==> src/rtl/dcm_pkg.sv <==
// Shared constants and the program-code to divisor table for the clock manager.
package dcm_pkg;

    localparam int unsigned PROG_W = 3;
    localparam int unsigned DIV_W  = 9;

    localparam logic [PROG_W-1:0] PROG_BYPASS = '0;

    // Code 0 bypasses the channel divider, so its table entry is never used.
    function automatic logic [DIV_W-1:0] prog_to_div(input logic [PROG_W-1:0] code);
        logic [DIV_W-1:0] div;
        case (code)
            3'd1:    div = 9'd1;
            3'd2:    div = 9'd2;
            3'd3:    div = 9'd5;
            3'd4:    div = 9'd8;
            3'd5:    div = 9'd16;
            3'd6:    div = 9'd32;
            3'd7:    div = 9'd64;
            default: div = 9'd0;
        endcase
        return div;
    endfunction

endpackage

==> src/rtl/dcm_multi_if.sv <==
// Update request/acknowledge bus and program readback for the multi-channel clock manager.
interface dcm_multi_if
    import dcm_pkg::*;
#(
    parameter int unsigned N_CH = 4
);

    localparam int unsigned UPD_W = (N_CH > 1) ? $clog2(N_CH) : 1;

    logic                     update;
    logic [UPD_W-1:0]         upd_ch;
    logic [PROG_W-1:0]        prog_in;
    logic                     upd_ack;
    logic [N_CH*PROG_W-1:0]   prog_out;

    modport master (
        output update,
        output upd_ch,
        output prog_in,
        input  upd_ack,
        input  prog_out
    );

    modport slave (
        input  update,
        input  upd_ch,
        input  prog_in,
        output upd_ack,
        output prog_out
    );

endinterface

==> src/rtl/dcm_channel.sv <==
// One programmable channel: divides the base wave by a table divisor, or passes it through.
module dcm_channel
    import dcm_pkg::*;
#(
    parameter int unsigned CNT_W = 9
) (
    input  logic              clk,
    input  logic              rst_n,
    input  logic              base_out,
    input  logic              base_rise,
    input  logic              load,
    input  logic [PROG_W-1:0] prog_in,
    output logic [PROG_W-1:0] prog,
    output logic              ch_out,
    output logic              ch_tick
);

    logic [PROG_W-1:0] prog_q, prog_d;
    logic [CNT_W-1:0]  cnt_q, cnt_d;
    logic              ch_q, ch_d;
    logic              out_prev_q;
    logic              tick_q;
    logic [CNT_W-1:0]  div;

    assign div     = CNT_W'(prog_to_div(prog_q));
    assign prog    = prog_q;
    assign ch_out  = (prog_q == PROG_BYPASS) ? base_out : ch_q;
    assign ch_tick = tick_q;

    // A load takes priority over a coincident base rise; that count step is dropped.
    always_comb begin
        prog_d = prog_q;
        cnt_d  = cnt_q;
        ch_d   = ch_q;
        if (load) begin
            prog_d = prog_in;
            cnt_d  = CNT_W'(1);
            ch_d   = ~ch_q;
        end else if (base_rise && (prog_q != PROG_BYPASS)) begin
            if (cnt_q == div) begin
                ch_d  = ~ch_q;
                cnt_d = CNT_W'(1);
            end else begin
                cnt_d = cnt_q + CNT_W'(1);
            end
        end
    end

    always_ff @(posedge clk or negedge rst_n) begin
        if (!rst_n) begin
            prog_q     <= PROG_BYPASS;
            cnt_q      <= CNT_W'(1);
            ch_q       <= 1'b0;
            out_prev_q <= 1'b1;
            tick_q     <= 1'b0;
        end else begin
            prog_q     <= prog_d;
            cnt_q      <= cnt_d;
            ch_q       <= ch_d;
            out_prev_q <= ch_out;
            tick_q     <= ch_out ^ out_prev_q;
        end
    end

endmodule

==> src/rtl/dcm_multi.sv <==
// Multi-channel clock manager: base divider, update decode and N_CH programmable channels,
// all running as enables in the clk domain.
module dcm_multi
    import dcm_pkg::*;
#(
    parameter int unsigned BASE_HALF = 5_000_000,
    parameter int unsigned N_CH      = 4,
    parameter int unsigned CNT_W     = 9
) (
    input  logic            clk,
    input  logic            rst_n,
    dcm_multi_if.slave      bus,
    output logic            base_out,
    output logic            base_rise,
    output logic [N_CH-1:0] ch_out,
    output logic [N_CH-1:0] ch_tick
);

    localparam int unsigned UPD_W  = (N_CH > 1) ? $clog2(N_CH) : 1;
    localparam int unsigned BASE_W = (BASE_HALF > 1) ? $clog2(BASE_HALF) : 1;

    logic [BASE_W-1:0]      base_cnt_q;
    logic                   base_q;
    logic                   base_prev_q;
    logic                   base_rise_q;
    logic                   ack_q;
    logic                   upd_valid;
    logic [N_CH-1:0]        load;
    logic [N_CH*PROG_W-1:0] prog_all;

    assign base_out     = base_q;
    assign base_rise    = base_rise_q;
    assign bus.upd_ack  = ack_q;
    assign bus.prog_out = prog_all;

    // Out-of-range channel numbers are ignored entirely: no load and no ack.
    assign upd_valid = bus.update && (32'(bus.upd_ch) < N_CH);

    always_ff @(posedge clk or negedge rst_n) begin
        if (!rst_n) begin
            base_cnt_q  <= '0;
            base_q      <= 1'b1;
            base_prev_q <= 1'b1;
            base_rise_q <= 1'b0;
            ack_q       <= 1'b0;
        end else begin
            if (base_cnt_q == BASE_W'(BASE_HALF - 1)) begin
                base_cnt_q <= '0;
                base_q     <= ~base_q;
            end else begin
                base_cnt_q <= base_cnt_q + BASE_W'(1);
            end
            base_prev_q <= base_q;
            base_rise_q <= base_q & ~base_prev_q;
            ack_q       <= upd_valid;
        end
    end

    for (genvar i = 0; i < N_CH; i++) begin : g_ch
        assign load[i] = upd_valid && (bus.upd_ch == UPD_W'(i));

        dcm_channel #(
            .CNT_W (CNT_W)
        ) u_channel (
            .clk       (clk),
            .rst_n     (rst_n),
            .base_out  (base_q),
            .base_rise (base_rise_q),
            .load      (load[i]),
            .prog_in   (bus.prog_in),
            .prog      (prog_all[i*PROG_W +: PROG_W]),
            .ch_out    (ch_out[i]),
            .ch_tick   (ch_tick[i])
        );
    end

endmodule

==> src/flat_wrapper.sv <==
// flat-port wrapper written by rule: the top's interface ports become plain ports
module dcm_multi_flat import dcm_pkg::*;
#(
    parameter int unsigned BASE_HALF = 5_000_000,
    parameter int unsigned N_CH      = 4,
    parameter int unsigned CNT_W     = 9
)
  (clk, rst_n, base_out, base_rise, ch_out, ch_tick, bus_update, bus_upd_ch, bus_prog_in, bus_upd_ack, bus_prog_out);
  dcm_multi_if #(.N_CH(N_CH)) bus_i ();
  input  logic clk;
  input  logic rst_n;
  output logic base_out;
  output logic base_rise;
  output logic [N_CH-1:0] ch_out;
  output logic [N_CH-1:0] ch_tick;
  input wire logic [$bits(bus_i.update)-1:0] bus_update;
  input wire logic [$bits(bus_i.upd_ch)-1:0] bus_upd_ch;
  input wire logic [$bits(bus_i.prog_in)-1:0] bus_prog_in;
  output wire logic [$bits(bus_i.upd_ack)-1:0] bus_upd_ack;
  output wire logic [$bits(bus_i.prog_out)-1:0] bus_prog_out;
  assign bus_i.update = bus_update;
  assign bus_i.upd_ch = bus_upd_ch;
  assign bus_i.prog_in = bus_prog_in;
  assign bus_upd_ack = bus_i.upd_ack;
  assign bus_prog_out = bus_i.prog_out;
  dcm_multi #(.BASE_HALF(BASE_HALF), .N_CH(N_CH), .CNT_W(CNT_W)) u_core (.clk(clk), .rst_n(rst_n), .bus(bus_i), .base_out(base_out), .base_rise(base_rise), .ch_out(ch_out), .ch_tick(ch_tick));
endmodule
==> config.mk <==
export PLATFORM = sky130hd
export DESIGN_NAME = dcm_multi_flat
export DESIGN_NICKNAME = d
export VERILOG_FILES = /design/src/rtl/dcm_pkg.sv /design/src/rtl/dcm_multi_if.sv /design/src/rtl/dcm_channel.sv /design/src/rtl/dcm_multi.sv /design/src/flat_wrapper.sv
export SDC_FILE = /design/constraint.sdc
export NUM_CORES = 1
export LEC_CHECK = 0
export ABC_CLOCK_PERIOD_IN_PS = 3630
export CAP_MARGIN = 20
export CELL_PAD_IN_SITES_DETAIL_PLACEMENT = 1
export CELL_PAD_IN_SITES_GLOBAL_PLACEMENT = 1
export CORE_MARGIN = 8
export CORE_UTILIZATION = 50
export CTS_BUF_LIST = sky130_fd_sc_hd__clkbuf_2
export DETAILED_ROUTE_END_ITERATION = 8
export PLACE_DENSITY = 0.95
export RECOVER_POWER = 50
export SLEW_MARGIN = 20
export SYNTH_ARGS = -nofsm -noshare
export SYNTH_HDL_FRONTEND = slang
export SYNTH_SLANG_ARGS = --single-unit
==> constraint.sdc <==
create_clock -name clk -period 3.63 [get_ports clk]
set_input_delay 0.726 -clock clk [delete_from_list [all_inputs] [get_ports clk]]
set_output_delay 0.726 -clock clk [all_outputs]
set_load 0.01 [all_outputs]
Yosys cells after proc, flatten, opt, wreduce, memory -nomap -nowiden

Index checks and enable logic that the tools add are counted.

Register bits after elaboration: 87
Latch bits: 0
Bits in writable memories: 0
Memory bits (read-only): 0
Input port bits: 8
Logic and storage cells: 139
Memories: 0

$add $sub $neg: 5
$mul: 0
Div/mod/pow operators: 0
$lt $le $gt $ge: 0
Eq/ne operators: 36
Shifts and indexed selects: 0
Multiplexer cells: 33
Bitwise operators: 11
Reduce and logical (&&, ||, !) cells: 29

Operators by type and width:

| cell                                                            | count |
|---|---|
| 7-bit one-hot mux with 7 select lines                           | 4 |
| 9-bit two-way mux                                               | 12 |
| 3-bit == test, second input constant                            | 16 |
| 9-bit by 1-bit adder with 9-bit output, second input constant   | 4 |
| 9-bit == test                                                   | 4 |
| 3-bit by 2-bit == test with 1-bit output, second input constant | 8 |
| 23-bit by 1-bit adder with 23-bit output, second input constant | 1 |
| 23-bit == test, second input constant                           | 1 |
| 23-bit two-way mux                                              | 1 |
| 1-bit two-way mux                                               | 16 |
| 2-bit nonzero test                                              | 8 |
| 3-bit by 1-bit == test with 1-bit output, second input constant | 4 |
| 3-bit logical NOT                                               | 4 |
| 3-bit nonzero test                                              | 4 |
| 1-bit logical AND                                               | 8 |
| 2-bit AND reduction                                             | 4 |
| 1-bit inverter                                                  | 6 |
| 2-bit == test, second input constant                            | 2 |
| 1-bit bitwise XOR                                               | 4 |
| 2-bit by 1-bit == test with 1-bit output, second input constant | 1 |
| 2-bit logical NOT                                               | 1 |
| 1-bit bitwise AND                                               | 1 |

Longest topological paths before layout

Gate-level depths: netlist of the first run.

Depth after elaboration: 6
Mapped depth: 8

By module

From an unflattened synthesis of the first run, not the netlist that was laid out.

Cell total of the unflattened synthesis: 473
Area total of the unflattened synthesis: 4880.9 µm²

Modules (own cells, without submodules):

| module      | instances | cells each | area an instance (µm²) |
|---|---|---|---|
| dcm_channel | 4         | 88         | 890.9 |
| dcm_multi   | 1         | 121        | 1317.5 |

Worst setup path after synthesis of the first run

No wires, ideal clock.

Path type: register to register
Start point: register u_core.g_ch[0].u_channel.prog_q[1]
End point: register u_core.g_ch[0].u_channel.cnt_q[3]
Arrival time: 2.052 ns
Required time: 3.499 ns
Path slack: 1.446 ns
Cell stages (with the launch flop): 8
Buffers on the path: 2
Cells stage by stage: dfrtp_1 -> clkbuf_1 -> or4b_1 -> o21a_1 -> or4_1 -> buf_6 -> a31oi_1 -> nor2_1

Longest elaborated chain between the ends: 6
Elaborated cells between the ends (all ways): 15
Classes of those cells: 8 x eq/ne; 4 x mux; 3 x reduce/logical

RTL lines:

| item                                  | RTL line          | source |
|---|---|---|
| start, declared                       | dcm_channel.sv:18 | `logic [PROG_W-1:0] prog_q, prog_d;` |
| start signal, assigned                | dcm_channel.sv:57 | `prog_q <= prog_d;` |
| 3-bit == test (tied with other cells) | dcm_pkg.sv:12     | `case (code)` |
| 7-bit one-hot mux with 7 select lines | dcm_pkg.sv:12     |  |
| 9-bit == test                         | dcm_channel.sv:40 | `if (cnt_q == div) begin` |
| 9-bit two-way mux                     | dcm_channel.sv:40 |  |
| 9-bit two-way mux                     | dcm_channel.sv:39 | `end else if (base_rise && (prog_q != PROG_BYPASS)) begin` |
| 9-bit two-way mux                     | dcm_channel.sv:35 | `if (load) begin` |
| end signal, assigned                  | dcm_channel.sv:58 | `cnt_q <= cnt_d;` |
| end, declared                         | dcm_channel.sv:19 | `logic [CNT_W-1:0] cnt_q, cnt_d;` |

Several ways; a longest one is shown, not always the timed one. The select of a mux whose other input is x is not followed.
A chain may end at the register's enable or synchronous reset.

Worst setup path in the final report of the first run

Start point: register u_core.g_ch[3].u_channel.prog_q[0]
End point: output ch_out[3]

Longest elaborated chain between the ends: 2

RTL lines:

| item                   | RTL line           | source |
|---|---|---|
| start, declared        | dcm_channel.sv:18  |  |
| start signal, assigned | dcm_channel.sv:57  |  |
| 3-bit logical NOT      | dcm_channel.sv:27  | `assign ch_out = (prog_q == PROG_BYPASS) ? base_out : ch_q;` |
| 1-bit two-way mux      | dcm_channel.sv:27  |  |
| end, declared          | flat_wrapper.sv:14 | `output logic [N_CH-1:0] ch_out;` |

No other way between the ends.

==> results of run 1 <==
-- critical path, stage by stage (launching register included) --
cell and delay (ps):
dfrtp_1 510, nor3_1 470, mux2_1 420, clkdlybuf4s50_1 500
-- through the flow --
stage | cell area (um^2) | utilization, % | total power (uW)
finish | 5101 | 55.47 | 2114
global route | 5101 | 55.47 | 2229
CTS | 5104 | 55.50 | 2146
floorplan | 4718 | - | 1487
global placement | 4997 | 54.34 | 1633
detailed placement | 4997 | 54.34 | 1662
-- metal layers --
metal,part of all wire (%),vias to the layer above
li1,-,1840
met1,45,1973
met2,50,66
met3,4.1,13
met4,1.1,0
met5,0,-
-- cell usage in the layout, fill, tap and decap left out, types with 14 or more instances in the layout --
cell type / count
dfrtp_1: 77
nand2_1: 52
nor2_1: 46
nand3_1: 38
a21oi_1: 36
xor2_1: 29
clkdlybuf4s50_1: 28
o21ai_0: 24
nor3_1: 18
nand4_1: 14
-- logic make-up after synthesis --
logic type / Yosys count / synth area share [%]
buffers and inverters: 43 / 4.429
xor gates and xnor gates: 39 / 7.399
muxes: 8 / 1.909
AOI/OAI and AO/OA: 95 / 12.23
adders and majority gates: 5 / 1.326
and+or+nand+nor: 239 / 26.31
DFF: 87 / 46.41
-- layout make-up --
class,count,share of cell area [%]
Timing Repair Buffer,32,6.083
Clock inverter,5,1.006
Sequential cell,87,42.92
Multi-Input combinational cell,386,45.60
Clock buffer,11,1.079
Inverter,8,0.5887
Tap cell,111,2.723
-- power by group through the flow --
stage	clock network (uW)	registers, uW	logic (uW)
after floorplan	0	1170	317
after global placement	0	1200	436
after detailed placement	0	1210	452
after CTS	496	1190	458
after global routing	531	1210	490
final	479	1190	442
-- state kept, by name, indices dropped and copies added, names as in the netlist --
signal / cells
u_core.g_ch.u_channel.ch_tick: 4
u_core.g_ch.u_channel.prog: 12
u_core.g_ch.u_channel.ch_q: 4
u_core.base_prev_q: 1
u_core.g_ch.u_channel.out_prev_q: 4
u_core.base_rise: 1
u_core.base_out: 1
u_core.bus.upd_ack: 1
u_core.g_ch.u_channel.cnt_q: 36
u_core.base_cnt_q: 23
-- final timing paths --
kind | from | depth (start not counted) | slack, ps | end
hold / removal | u_core.g_ch[2].u_channel.ch_q | 1 | 490 | u_core.g_ch[2].u_channel.ch_q
setup reg to reg | u_core.g_ch[0].u_channel.cnt_q[2] | 5 | 1240 | u_core.g_ch[0].u_channel.cnt_q[6]
setup / recovery | u_core.g_ch[3].u_channel.prog[0] | 3 | 500 | ch_out[3]
min in group asynchronous | rst_n | 1 | 750 | u_core.g_ch[2].u_channel.cnt_q[3]
hold reg to reg | u_core.g_ch[2].u_channel.ch_q | 1 | 490 | u_core.g_ch[2].u_channel.ch_q
max in group asynchronous | rst_n | 1 | 1570 | u_core.g_ch[3].u_channel.prog[1]
==> key figures, run 1 <==
Final layout
  – N_diodes: 0
  – Cell Count, Final, Fillers Out: 640
  – P&R area growth vs syn: 8.115%
  – Fillcell total: about 1.1k
  – Sequential cell area: 2190 um^2
  – Fraction of layout cells with a size suffix above 1: under 10%
  – Final net count: approximately 540
  – Multi-input gate area: around 2300 um^2

STA
  – Final hold violation count: 0
  – Worst setup margin: between 500 and 600 ps
  – Slew Viols, Final: just under 90
  – Post-Route Skew: approximately 34 ps
  – Max-slew headroom: -43.89%
  – Max Clock Freq: approximately 320 MHz
  – RSZ-0062 raised after global routing: false
  – Hold slack: about 490 ps
  – Fin Setup TNS: 0 ps
  – Final setup vio count: 0
  – Slew @ Worst Pin: about 2200 ps
  – Final period util: 86.22%
  – Final Critical Period: ~3100 ps

Global route
  – GRT met3 Usage: ~4.2%
  – Largest net degree at the start of global routing: around 90
  – Most Used Layer, Global Route: met2
  – Global Route met1 Usage: approximately a quarter
  – Vias in the first global route: a little over 4k
  – Met2 Use GR: a little under a third
  – Grt total ovfl: 0
  – First-pass GRT wire length: ~20 mm
  – Initial antenna violation count: 0
  – GRT Util Overall: a little under a fifth

Setup path
  – Worst-path maximum fanout: 9
  – CP startpoint kind: flop
  – Critical path arrival: 2400 ps
  – Critical path data required time: around 2900 ps
  – Critical path class: reg2out
  – CP endpoint kind: output pin

Clock tree
  – Reg clk slew, reported paths: 230 ps
  – Root Driver: clkbuf_2
  – Post-CTS sizing: 0
  – Clk_lat worst skew: around 530 ps
  – Max Buffers Root-to-Sink: 2
  – Hold buffer count at CTS: 0
  – Clock sinks: 87
  – Post-CTS Setup Inserts: 0
  – Total CTS buffers: 9
  – H-tree depth: 3
  – CTS tree: built

Floorplanning
  – Core ar.: 9196 um^2
  – I/O Pins: 31
  – Die ar.: between 10,000 and 15,000 um^2
  – Cell Rows: 35
  – Die height: roughly 110 um
  – Initial Util: about half
  – Die X: around 110 um

Yosys
  – Post-synth top cells: 77 x dfrtp_1, 52 x nand2_1, 46 x nor2_1
  – Post-synth top area share: between 40% and 50%
  – Main synth FF type: dfrtp_1
  – Top-count cell post-synth: dfrtp_1
  – Syn Area/Cell: a little over 9 um^2
  – Ranking of synthesized cells by area: dfrtp_1 41%, dfstp_2 5.6%, xor2_1 5.4%
  – Sequential share of the synthesized area: 46.41%
  – Number of flops mapped to enable cells by yosys: 0
  – Synthesized cell area: approximately 4700 um^2
  – YS warnings: 0
  – Distinct cell type count after synthesis: between 50 and 60
  – Mapped Nets: between 500 and 600
  – Synth Instances: 516
  – Post-synthesis register bit count: just under 90
  – Async SR Flop Fraction: 100.0%
  – Area leader, netlist: dfrtp_1

Routing
  – Via-to-Cell Ratio: ~6.1
  – # DRC: 0
  – Drt total wl: about 12 mm
  – First-pass detailed-route iteration total: 4
  – Antenna-violating nets left: 0
  – DR vias: about 3.9k
  – Wire per inst: 18.35 um
  – 1st-iter DRT viols: roughly 220

Status
  – Status: finished, violations left
  – Failing checks: capacitance limit, slew limit

Power
  – Sw Pwr: roughly 640 uW
  – Sw Ratio: between 30% and 40%
  – Sequential Power Share: between 50 and 60%
  – Power per cell area: ~410 nW/um^2
  – Power share of the clock group: ~23%
  – P_int: 1478 uW
  – LEAKAGE: about 0.0022 uW
  – Comb pwr share: between 20% and 30%
  – Worst vdd ir: ~0.32 mV

Min path
  – HP Class: reg2reg

Placed design
  – Gpl congestion: ~0.8
  – Placed Instances: roughly 620
  – Pre-CTS WS: around 1100 ps
  – Port Buffers: 30
  – Detailed placer's ending HPWL: 8.504 mm

Flow run
  – Max-cap violations: 1
Power figures use the tool's default switching activity.
==> run 2, diff against run 1 <==
GPL_ROUTABILITY_DRIVEN = 0   (was unset)
==> results of run 2 <==
The final DEF is identical to that of run 1; final timing and power are the same.
==> run 3, diff against run 2 <==
GPL_ROUTABILITY_DRIVEN = 1   (was 0)
GPL_TIMING_DRIVEN = 0   (was unset)
==> key figures, run 3 (same netlist as run 1, synthesis figures left out) <==
Clock tree
  – Reg clk slew, reported paths: a little under 300 ps
  – Clock sinks: just under 90
  – Total CTS buffers: 9
  – Post-CTS Setup Inserts: 0
  – H-tree depth: 3
  – Hold buffer count at CTS: 0
  – Clk_lat worst skew: between 500 and 600 ps
  – Post-CTS sizing: 0
  – Max Buffers Root-to-Sink: 2
  – Root Driver: clkbuf_2
  – CTS tree: built

Floorplanning
  – Cell Rows: 35
  – Core ar.: just over 9000 um^2
  – Die X: ~110 um
  – Initial Util: between 50% and 60%
  – I/O Pins: 31
  – Die height: approximately 110 um
  – Die ar.: roughly 13,000 um^2

Global route
  – Initial antenna violation count: 0
  – GRT Util Overall: around a fifth
  – First-pass GRT wire length: roughly 20 mm
  – Largest net degree at the start of global routing: 50
  – Vias in the first global route: roughly 4.2k
  – Grt total ovfl: 0

STA
  – Max-slew headroom: -39.22%
  – Slew Viols, Final: 40
  – Max Clock Freq: between 200 and 300 MHz
  – Slew @ Worst Pin: 2088 ps
  – Final period util: around nine tenths
  – RSZ-0062 raised after global routing: false
  – Worst setup margin: between 200 and 300 ps
  – Final setup vio count: 0
  – Final Critical Period: about 3300 ps
  – Post-Route Skew: 61.46 ps
  – Final hold violation count: 0

Setup path
  – Crit path launch: u_core.g_ch[2].u_channel.prog[0]
  – Worst path max stage delay: 470 ps
  – Worst-path maximum fanout: 9
  – Critical path data required time: between 2000 and 3000 ps
  – CP delay by family, top: buffers and inverters
  – Worst path slowest cell: clkdlybuf4s50_1
  – Crit-path cells: clkbuf_1, nor3_1, mux2_2, buf_4, clkdlybuf4s50_1
  – CP startpoint kind: flop
  – Critical path arrival: between 2000 and 3000 ps
  – R2R Path Start: u_core.g_ch[3].u_channel.cnt_q[2]
  – Critical path class: reg2out
  – CP endpoint kind: output pin
  – Buf+Inv Stages, Crit Path: 3

Final layout
  – Max FFs per register: 36
  – Largest register by flop count: u_core.g_ch.u_channel.cnt_q
  – P&R area growth vs syn: 11.30%
  – Most common cell after layout, fill and taps aside: dfrtp_1
  – Most frequent cells in the layout: 77 x dfrtp_1, 52 x nand2_1, 46 x nor2_1, 38 x nand3_1, 36 x a21oi_1
  – Final core occ: 57.10%
  – Final net count: approximately 570
  – Fraction of layout cells with a size suffix above 1: about a tenth
  – Cell Count, Final, Fillers Out: 674
  – N_diodes: 0

Power
  – Power per cell area: ~410 nW/um^2
  – Worst vdd ir: between 0.2 and 0.3 mV
  – Sw Ratio: between 30% and 40%
  – LEAKAGE: 0.002236 uW
  – Comb pwr share: 25.5%
  – Sw Pwr: between 700 and 800 uW
  – P_int: 1473 uW
  – Power share of the clock group: 21.0%
  – Pwr Total: around 2200 uW
  – Sequential Power Share: between 50% and 60%

Routing
  – First-pass detailed-route iteration total: 4
  – Via-to-Cell Ratio: ~6
  – Drt total wl: approximately 12 mm
  – DR vias: ~4k
  – 1st-iter DRT viols: approximately 240
  – # DRC: 0
  – Wire per inst: between 15 and 20 um
  – Antenna-violating nets left: 0

Status
  – Failing checks: capacitance limit, slew limit
  – Status: finished, violations left

Min path
  – HP Class: reg2reg
  – Hold path start: u_core.g_ch[1].u_channel.ch_q

Placed design
  – Port Buffers: 30
  – Pre-CTS WS: between 800 and 900 ps
  – Placed Instances: 658
  – Gpl congestion: just over 0.8
  – Detailed placer's ending HPWL: ~8.6 mm

Flow run
  – Max-cap violations: 1
[run 3: area by class of cell]
cell class	instances	area, um^2
fill	1077	3945
multi-input combinational	386	2320
timing repair buffer	31	299.0
buffer	35	178.9
inverter	8	30.03
clock inverter	6	45.04
sequential	87	2190
clock buffer	10	50.05
tap	111	138.9
[run 3: per-layer routing]
layer	wire (um)	part of all wire, %	up-vias	GRT usage [%]
met5	0	0	-	0
li1	-	-	1898	-
met1	5395	45	1995	23.89
met2	6085	51	62	33.61
met3	335	2.8	16	2.982
met4	146	1.2	0	6.572
[run 3: worst paths after layout]
| kind | to | slack (ps) | cells after the start |
|---|---|---|---|
| max reg2reg | u_core.g_ch[3].u_channel.ch_q | 1050 | 7 |
| max | ch_out[2] | 290 | 5 |
| min in group asynchronous | u_core.g_ch[2].u_channel.prog[0] | 720 | 1 |
| min | u_core.g_ch[1].u_channel.ch_q | 490 | 1 |
| min reg2reg | u_core.g_ch[1].u_channel.ch_q | 490 | 1 |
| max in group asynchronous | u_core.base_cnt_q[9] | 750 | 2 |
[run 3: worst register-to-register path, cell delays in order (launching register included)]
cell      delay, ps
dfrtp_1         430
clkbuf_1        210
or4b_1          570
o32ai_1         140
nor2_1          100
nor4_2          650
a21oi_1         210
xnor2_1         170
[run 3: power by group through the flow]
stage               combinational (uW)  clock [uW]  sequential (uW)
floorplan                          317           0             1170
global placement                   534           0             1170
detailed placement                 566           0             1180
CTS                                569         467             1170
global route                       605         504             1180
finish                             553         456             1160
[run 3: metrics by stage]
stage / setup TNS (ps) / cell area [um^2] / hold slack [ps]
after floorplan: 0 / 4718 / 406.6
after global placement: -99130 / 5157 / 433.4
after detailed placement: 0 / 5182 / 430.3
after CTS: 0 / 5278 / 94.22
after global routing: 0 / 5251 / 511.1
final: 0 / 5251 / 488.9
